### config.mk
export PLATFORM = sky130hd
export DESIGN_NAME = fifo_drain_packer
export DESIGN_NICKNAME = d
export VERILOG_FILES = /design/src/rtl/fifo_drain_packer.sv
export SDC_FILE = /design/constraint.sdc
export NUM_CORES = 1
export LEC_CHECK = 0
export BUFFER_PORTS_ARGS = -buffer_cell sky130_fd_sc_hd__buf_2
export CORE_ASPECT_RATIO = 1.25
export CORE_MARGIN = 2
export CORE_UTILIZATION = 30
export CTS_BUF_LIST = sky130_fd_sc_hd__clkbuf_4
export CTS_CLUSTER_SIZE = 14
export DETAILED_ROUTE_END_ITERATION = 8
export PLACE_DENSITY = 0.56
export SLEW_MARGIN = 10
export SYNTH_ARGS = -nofsm -noshare
export SYNTH_HDL_FRONTEND = slang
export SYNTH_SLANG_ARGS = --single-unit
### constraint.sdc
create_clock -name clk -period 3.38 [get_ports clk]
set_clock_uncertainty 0.05 [all_clocks]
set_input_delay 0.676 -clock clk [delete_from_list [all_inputs] [get_ports clk]]
set_output_delay 0.676 -clock clk [all_outputs]
set_load 0.01 [all_outputs]
### src/rtl/fifo_drain_packer.sv
// fifo_drain_packer: pops entries from the upstream FIFO and packs PACK of them
// into one wide word on a valid/ready output. A flush emits the partial word.
//
// state | meaning
// FILL  | popping entries and capturing them into lanes, handling flush
// DRAIN | packed word presented on out_valid, waiting for out_ready
`timescale 1ns/1ps
module fifo_drain_packer #(
  parameter int DATA_WIDTH = 8,
  parameter int PACK       = 4,
  parameter int CNT_WIDTH  = $clog2(PACK + 1)
) (
  input  logic                         clk,
  input  logic                         reset,
  input  logic                         fifo_empty,
  input  logic [DATA_WIDTH-1:0]        fifo_data,
  output logic                         fifo_rd_enable,
  input  logic                         flush,
  output logic                         out_valid,
  input  logic                         out_ready,
  output logic [DATA_WIDTH*PACK-1:0]   out_data,
  output logic [CNT_WIDTH-1:0]         out_count,
  output logic                         busy
);

  typedef enum logic {FILL = 1'b0, DRAIN = 1'b1} state_t;

  localparam logic [CNT_WIDTH:0]   PACK_EXT  = (CNT_WIDTH + 1)'(PACK);
  localparam logic [CNT_WIDTH-1:0] PACK_CNT  = CNT_WIDTH'(PACK);
  localparam logic [CNT_WIDTH-1:0] LAST_LANE = CNT_WIDTH'(PACK - 1);

  state_t                       state;
  logic [CNT_WIDTH-1:0]         fill;
  logic                         pend;
  logic                         flush_req;
  logic [DATA_WIDTH*PACK-1:0]   lanes;
  logic [CNT_WIDTH:0]           fill_pend;

  // Entries already captured plus the one still in flight; one extra bit so it cannot wrap.
  assign fill_pend = {1'b0, fill} + {{CNT_WIDTH{1'b0}}, pend};

  // Pops stop once the in-flight entry would complete the word, so back-to-back pops never overfill.
  assign fifo_rd_enable = (state == FILL) & ~fifo_empty & ~flush_req & (fill_pend < PACK_EXT);

  assign out_data = lanes;
  assign busy     = (fill != '0) | pend | flush_req | (state == DRAIN);

  // Pop tracking, lane capture, flush handling and output hand-off.
  always_ff @(posedge clk or negedge reset) begin
    if (!reset) begin
      state     <= FILL;
      fill      <= '0;
      pend      <= 1'b0;
      flush_req <= 1'b0;
      lanes     <= '0;
      out_valid <= 1'b0;
      out_count <= '0;
    end else begin
      // FIFO data shows up the cycle after the pop, so remember that a pop happened.
      pend <= fifo_rd_enable & ~fifo_empty;
      if (flush) flush_req <= 1'b1;
      case (state)
        FILL: begin
          if (pend) begin
            for (int i = 0; i < PACK; i++) begin
              if (fill == CNT_WIDTH'(i)) lanes[i*DATA_WIDTH +: DATA_WIDTH] <= fifo_data;
            end
            fill <= fill + CNT_WIDTH'(1);
            if (fill == LAST_LANE) begin
              state     <= DRAIN;
              out_valid <= 1'b1;
              out_count <= PACK_CNT;
            end
          end else if (flush_req) begin
            // A flush with nothing captured simply retires without emitting a word.
            flush_req <= 1'b0;
            if (fill != '0) begin
              state     <= DRAIN;
              out_valid <= 1'b1;
              out_count <= fill;
            end
          end
        end
        DRAIN: begin
          if (out_ready) begin
            state     <= FILL;
            fill      <= '0;
            lanes     <= '0;
            out_valid <= 1'b0;
            out_count <= '0;
          end
        end
        default: state <= FILL;
      endcase
    end
  end

endmodule

==> results.sh, run 1 <==
export IMPL_status="complete, no violations"
export IMPL_fin_nets=260
export IMPL_period_minus_slack_ps=2380
export IMPL_ys_warn_count=0
export IMPL_critPathArrivalTime_ps=1650
export IMPL_cp_num_buf_inv=1
export IMPL_synthTopCellsByArea="dfrtp_1, nand2_1, o211ai_1, o21ai_0, mux2i_1"
export IMPL_combPwrFrac_pct=34.4
export IMPL_ios=51
export IMPL_firstDrtPassIters=6
export IMPL_syn_mean_instance_area_um2=10.7
export IMPL_worst_pin_slew_ps=924
export IMPL_dp_cells=325
export IMPL_cp_start_kind="flop"
export IMPL_peakVddDrop_mv=0.211
export IMPL_worstRegToRegCells=3
export IMPL_grt_setup_unrepaired="false"
export IMPL_cp_end_kind="output pin"
export IMPL_syn_nets=215
export IMPL_slew_viol_final=0
export IMPL_grt_pass1_vias=1505
export IMPL_period_share_pct=70.3
export IMPL_max_stage_delay_ps=850
export IMPL_synth_edf_count=0
export IMPL_swShare_pct=39.3
export IMPL_antenna_found_initial=0
export IMPL_setup_violations=0
export IMPL_fp_coreArea_um2=6890
export IMPL_multi_input_area_um2=873
export IMPL_synth_main_ff_cell="dfrtp_1"
export IMPL_via_per_inst=4.69
export IMPL_min_path_type="in -> async"
export IMPL_p_int_mw=1.03
export IMPL_cp_required_ps=2650
export IMPL_fin_ws_ps=1000
export IMPL_die_area_um2=7720
export IMPL_cts_buffer_depth=2
export IMPL_worstPathMaxFanout=22
export IMPL_gp_congestion=0.747
export IMPL_dpl_worst_slack_ps=1190
export IMPL_vias=1563
export IMPL_p_total_mw=1.69
export IMPL_synthDistinctLibCells=35
export IMPL_die_w_um=79.0
export IMPL_rows=34
export IMPL_syn2layout_area_growth_pct=14.8
export IMPL_ff_latch_area_um2=1050
export IMPL_h_tree_depth=2
export IMPL_cts_sinks=42
export IMPL_wl_um=4740
export IMPL_slowest_stage="dfrtp_1"
export IMPL_leakage_nw=1.22
export IMPL_root_buffer="clkbuf_4"
export IMPL_crit_chain="nor2_1, nand2_1, a31oi_1, buf_2"
export IMPL_cp_num_cells=4
export IMPL_setup_tns_ps=0
export IMPL_syn_area_um2=2110
export IMPL_drive_gt1_share_pct=32.5
export IMPL_async_flop_share_pct=100
export IMPL_yosys_area_top_type="dfrtp_1"
export IMPL_clk_latency_ps=350
export IMPL_finalNonFillerCells=333
export IMPL_io_buffers=50
export IMPL_ctsHoldBuffers=0
export IMPL_cap_violations=0
export IMPL_final_core_util_pct=35.1
export IMPL_cts_resized=0
export IMPL_cts_tree="done"
export IMPL_p_switching_mw=0.666
export IMPL_cts_setup_buffers=0
export IMPL_worstSetupPathType="reg -> out"
export IMPL_relSlewSlack_pct=38.4
export IMPL_critPathTopFamily="flip-flops"
export IMPL_fillCellCount=751
export IMPL_overflow=0
export IMPL_wire_per_inst_um=14.2
export IMPL_die_y_um=97.7
export IMPL_grt_usage_pct=13.1
export IMPL_grt_pass1_wl_um=7880
export IMPL_first_iter_violations=56
export IMPL_antenna_left=0
export IMPL_clockPowerShare_pct=19.8
export IMPL_path_clk_slew_ps=130
export IMPL_hpwl_um=3370
export IMPL_netlist_area_leader_share_pct=49.9
export IMPL_numCtsBuffers=5
export IMPL_fmax_mhz=421
export IMPL_remaining_drc_errors=0
export IMPL_initial_core_util_pct=30.6
export IMPL_netlist_instances=197
export IMPL_antenna_cells=0
export IMPL_hold_viol_final=0
export IMPL_grt_max_degree=43
export IMPL_seq_power_share_pct=45.7
export IMPL_ys_seq_elements=42
export IMPL_ys_seq_area_share_pct=49.9
export IMPL_powerDensity_nw_per_um2=699
[metrics by stage]
step	instance area, µm²	hold WS, ps
floorplan	2110	330
finish	2420	386
CTS	2420	421
global placement	2340	439
detailed placement	2340	444
global route	2420	451
[registers in the layout (all words and copies together), names as in the netlist]
register	count
flush_req	1
out_count	3
fill	3
pend	1
out_data	32
state	1
out_valid	1
[cell usage after synthesis, types with 2 or more instances]
master     number
nand4_1         2
ha_1            5
mux2i_1         9
nand2_1        30
buf_12          2
buf_2           2
a21oi_1         5
buf_6           7
inv_1          11
o21ai_0        19
nor2_1          3
dfrtp_1        42
nand4bb_1       2
o211ai_1       14
o21ai_1        11
o211ai_2        4
a31oi_1         2
o21ai_2         9
nand3b_1        2
[path summary, 6_finish.rpt]
path	from	end	slack, ps
min in group clk	out_data[27]	out_data[27]	480
worst max register to register	state	out_data[1]	1200
worst max-delay path	state	fifo_rd_enable	1000
max in group asynchronous	reset	out_data[17]	2310
worst min register to register	out_data[27]	out_data[27]	480
worst min-delay path	reset	fill[1]	390
[worst register-to-register path: stages, from the launching register on]
cell       delay, ps
dfrtp_1          680
nand4bb_1        890
o211ai_1         360
o21ai_2           80
[power groups by stage]
stage	Combinational (mW)	Clock [mW]	Sequential [mW]
2_1_floorplan	0.458	0	0.760
3_3_place_gp	0.585	0	0.783
3_5_place_dp	0.592	0	0.788
4_1_cts	0.596	0.347	0.777
5_1_grt	0.659	0.366	0.803
6_report	0.583	0.336	0.775
[routing by layer]
| metal | part of all wire, % | wire length [µm] | GRT usage, % |
|---|---|---|---|
| met1 | 47 | 2220 | 17.6 |
| met2 | 46 | 2200 | 20.1 |
| met3 | 4.9 | 230 | 3.53 |
| met4 | 1.8 | 87 | 5.17 |
| met5 | 0 | 0 | 0 |
[cell families (layout without fill, tap and decap cells)]
| family | count (synthesis) | in the layout | synth area share (%) |
|---|---|---|---|
| multiplexers | 9 | 9 | 4.27 |
| flip-flops | 42 | 42 | 49.9 |
| buffers and inverters | 25 | 71 | 8.72 |
| adder cells (fa/ha/maj) | 5 | 5 | 2.97 |
| AO/OA/AOI/OAI | 68 | 68 | 21.8 |
| AND/OR/NAND/NOR | 48 | 48 | 12.4 |
[layout by cell type (no fill, tap or decap), types with 2 or more instances in the layout]
master / instances
dfrtp_1: 42
nand4bb_1: 2
nand2_1: 30
nor2_1: 3
ha_1: 5
inv_1: 11
o21ai_1: 11
clkbuf_4: 6
nand3b_1: 2
o211ai_1: 14
o211ai_2: 4
o21ai_2: 9
buf_2: 50
nand4_1: 2
a21oi_1: 5
o21ai_0: 19
mux2i_1: 9
a31oi_1: 2
[cell type report]
cell class,instances,area share (%)
flip-flops and latches,42,43.4
clock buffers,6,1.86
repair buffers,50,10.3
inverters,13,2.12
clock inverters,2,1.55
multi-input cells,130,36.1
well taps,90,4.65
Note: power is estimated with default switching activity, not from simulation.
==> inputs of run 2 (changes only) <==
ABC_AREA = 1   (was not set)
clock period = 2.2 ns   (was 3.38 ns; I/O delays follow)
==> run 2 against run 1 <==
Clock-buffer cell count is 1 lower. Critical path depth grew 3. Routed wire length fell by 3.2%. First-iteration DRC count increased by 38%. Cell area shrank 3.2%. Clock power is 13% higher. Register-to-register slack got worse by 720 ps. Cell count grew 7.8%. Synthesized cell count rose by 9.1%. Combinational power grew to 2.6 times the previous value. Largest cell class unchanged.
==> results.sh, run 2 <==
export IMPL_powerDensity_nw_per_um2=1330
export IMPL_final_common_cell="buf_2"
export IMPL_finalNonFillerCells=359
export IMPL_firstDrtPassIters=5
export IMPL_final_core_util_pct=38.0
export IMPL_relSlewSlack_pct=63.9
export IMPL_netlist_instances=215
export IMPL_grt_pass1_wl_um=7310
export IMPL_cp_required_ps=1710
export IMPL_grt_pass1_vias=1492
export IMPL_ctsHoldBuffers=0
export IMPL_ys_seq_elements=42
export IMPL_synthDistinctLibCells=23
export IMPL_synth_edf_count=0
export IMPL_peakVddDrop_mv=0.548
export IMPL_clk_latency_ps=350
export IMPL_vias=1554
export IMPL_dpl_cell_area_um2=2240
export IMPL_root_buffer="clkbuf_4"
export IMPL_antenna_cells=0
export IMPL_antenna_left=0
export IMPL_status="complete, no violations"
export IMPL_worst_pin_slew_ps=542
export IMPL_min_path_type="in -> async"
export IMPL_synthTopCellsByCount="nand2_1, dfrtp_1, inv_1"
export IMPL_numCtsBuffers=5
export IMPL_cts_buffer_depth=2
export IMPL_syn2layout_area_growth_pct=22.7
export IMPL_wl_um=4590
export IMPL_critPathArrivalTime_ps=1620
export IMPL_cap_violations=0
export IMPL_critPathTopFamily="simple AND/OR/NAND/NOR gates"
export IMPL_crit_end="busy"
export IMPL_setup_tns_ps=0
export IMPL_worstSetupPathType="reg -> out"
export IMPL_cp_start_kind="flop"
export IMPL_startpoint="fill[0]"
export IMPL_async_flop_share_pct=100
export IMPL_largest_reg_flops=32
export IMPL_synthTopCellsByArea="dfrtp_1, nand2_1, o21ai_1, inv_1, ha_1"
export IMPL_cts_sinks=42
export IMPL_ios=51
export IMPL_cts_tree="done"
export IMPL_io_buffers=50
export IMPL_gp_congestion=0.800
export IMPL_hpwl_um=3240
export IMPL_synth_most_common_cell="nand2_1"
export IMPL_slowest_stage="dfrtp_1"
export IMPL_leakage_nw=1.25
export IMPL_grt_usage_pct=14.0
export IMPL_grt_max_degree=43
export IMPL_final_cell_mix="buf_2, nand2_1, dfrtp_1"
export IMPL_netlist_area_leader_share_pct=55.0
export IMPL_dp_cells=346
export IMPL_cp_num_buf_inv=3
export IMPL_die_w_um=75.4
export IMPL_first_iter_violations=77
export IMPL_slew_viol_final=0
export IMPL_h_tree_depth=2
export IMPL_cp_end_kind="output pin"
export IMPL_setup_violations=0
export IMPL_synth_main_ff_cell="dfrtp_1"
export IMPL_remaining_drc_errors=0
export IMPL_final_cell_area_um2=2340
export IMPL_drive_gt1_share_pct=29.2
export IMPL_syn_mean_instance_area_um2=8.88
export IMPL_ys_warn_count=0
export IMPL_syn_area_um2=1910
export IMPL_cp_num_cells=7
export IMPL_syn_nets=233
export IMPL_r2r_start="fill[0]"
export IMPL_reg2reg_to="out_data[28]"
export IMPL_initial_core_util_pct=31.0
export IMPL_worstRegToRegCells=7
export IMPL_rows=32
export IMPL_r2r_slack_ps=480
export IMPL_yosys_area_top_type="dfrtp_1"
export IMPL_antenna_found_initial=0
export IMPL_hold_viol_final=0
export IMPL_overflow=0
export IMPL_fillCellCount=685
export IMPL_crit_chain="inv_2, ha_4, inv_1, nor2_2, nand2_1, or2_2, buf_2"
export IMPL_wire_per_inst_um=12.8
export IMPL_period_minus_slack_ps=2110
export IMPL_fin_nets=291
export IMPL_die_y_um=93.2
export IMPL_worstPathMaxFanout=4
export IMPL_die_area_um2=7020
export IMPL_path_clk_slew_ps=130
export IMPL_via_per_inst=4.33
export IMPL_max_stage_delay_ps=410
export IMPL_period_share_pct=95.9
export IMPL_fmax_mhz=474
export IMPL_ys_seq_area_share_pct=55.0
export IMPL_fp_coreArea_um2=6170
## run 2: cell types whose count changed after synthesis, sizes merged, moves of 4 or more
cell and delta:
nor2 +11, mux2i -9, inv +26, nand2 +19, o211ai -18, buf -6
nand3 +12, a21oi -4
## run 2: area by class of cell
cell class,count,area [µm²],share of cell area [%]
flip-flops and latches,42,1050,44.8
multi-input cells,128,683,29.2
repair buffers,57,303,12.9
inverters,39,146,6.25
well taps,85,106,4.54
clock buffers,5,37.5,1.60
clock inverters,3,16.3,0.694
## run 2: power breakdown
| group | leakage, nW | total, mW | switching (mW) | internal [mW] |
|---|---|---|---|---|
| sequential | 0.548 | 1.26 | 0.184 | 1.07 |
| clock | 0.0286 | 0.379 | 0.260 | 0.119 |
| combinational | 0.675 | 1.49 | 0.912 | 0.577 |
## run 2: worst min-delay path by stage
| stage | slack (ps) | depth (start not counted) | endpoint | from |
|---|---|---|---|---|
| 2_1_floorplan | 90 | 0 | fill[0] | reset |
| 3_3_place_gp | 410 | 2 | out_count[0] | out_count[0] |
| 3_5_place_dp | 410 | 2 | out_count[0] | out_count[0] |
| 4_1_cts | 100 | 2 | out_data[25] | reset |
| 5_1_grt | 100 | 2 | out_data[6] | reset |
| 6_report | 80 | 2 | out_valid | reset |
## run 2: layer usage
metal,vias to the layer above,wire length (µm),GRT usage (%)
li1,796,-,-
met1,718,2130,18.8
met2,35,2220,21.4
met3,5,191,3.66
met4,0,55,4.82
met5,-,0,0
## run 2: worst register-to-register path: cells and delay by family (launching register included)
kind                       cells  cell delay (ps)
adders and majority gates      2              430
AOI/OAI and AO/OA              1               90
buffers and inverters          2              270
and+or+nand+nor                2              390
DFF                            1              410
## run 2: repair_timing
action,CTS,global route
buffers inserted,3,2
endpoints found under the setup margin,1,1
resized for setup,0,5
pin swaps,0,0
## run 2: cell families after synthesis
group | after synthesis | synth area share (%)
simple gates | 81 | 18.7
buf+inv | 45 | 9.96
compound gates | 42 | 13.0
flops | 42 | 55.0
fa+ha+maj | 5 | 3.28
## run 2: per-stage QoR
step | power, mW | worst slack, ps | hold WS, ps
final | 3.12 | 89.5 | 83.6
after floorplan | 2.18 | 525 | 94.4
after detailed placement | 2.66 | 288 | 413
after CTS | 3.09 | 15.1 | 96.0
after global routing | 3.42 | -4.15 | 102
after global placement | 2.64 | 345 | 407
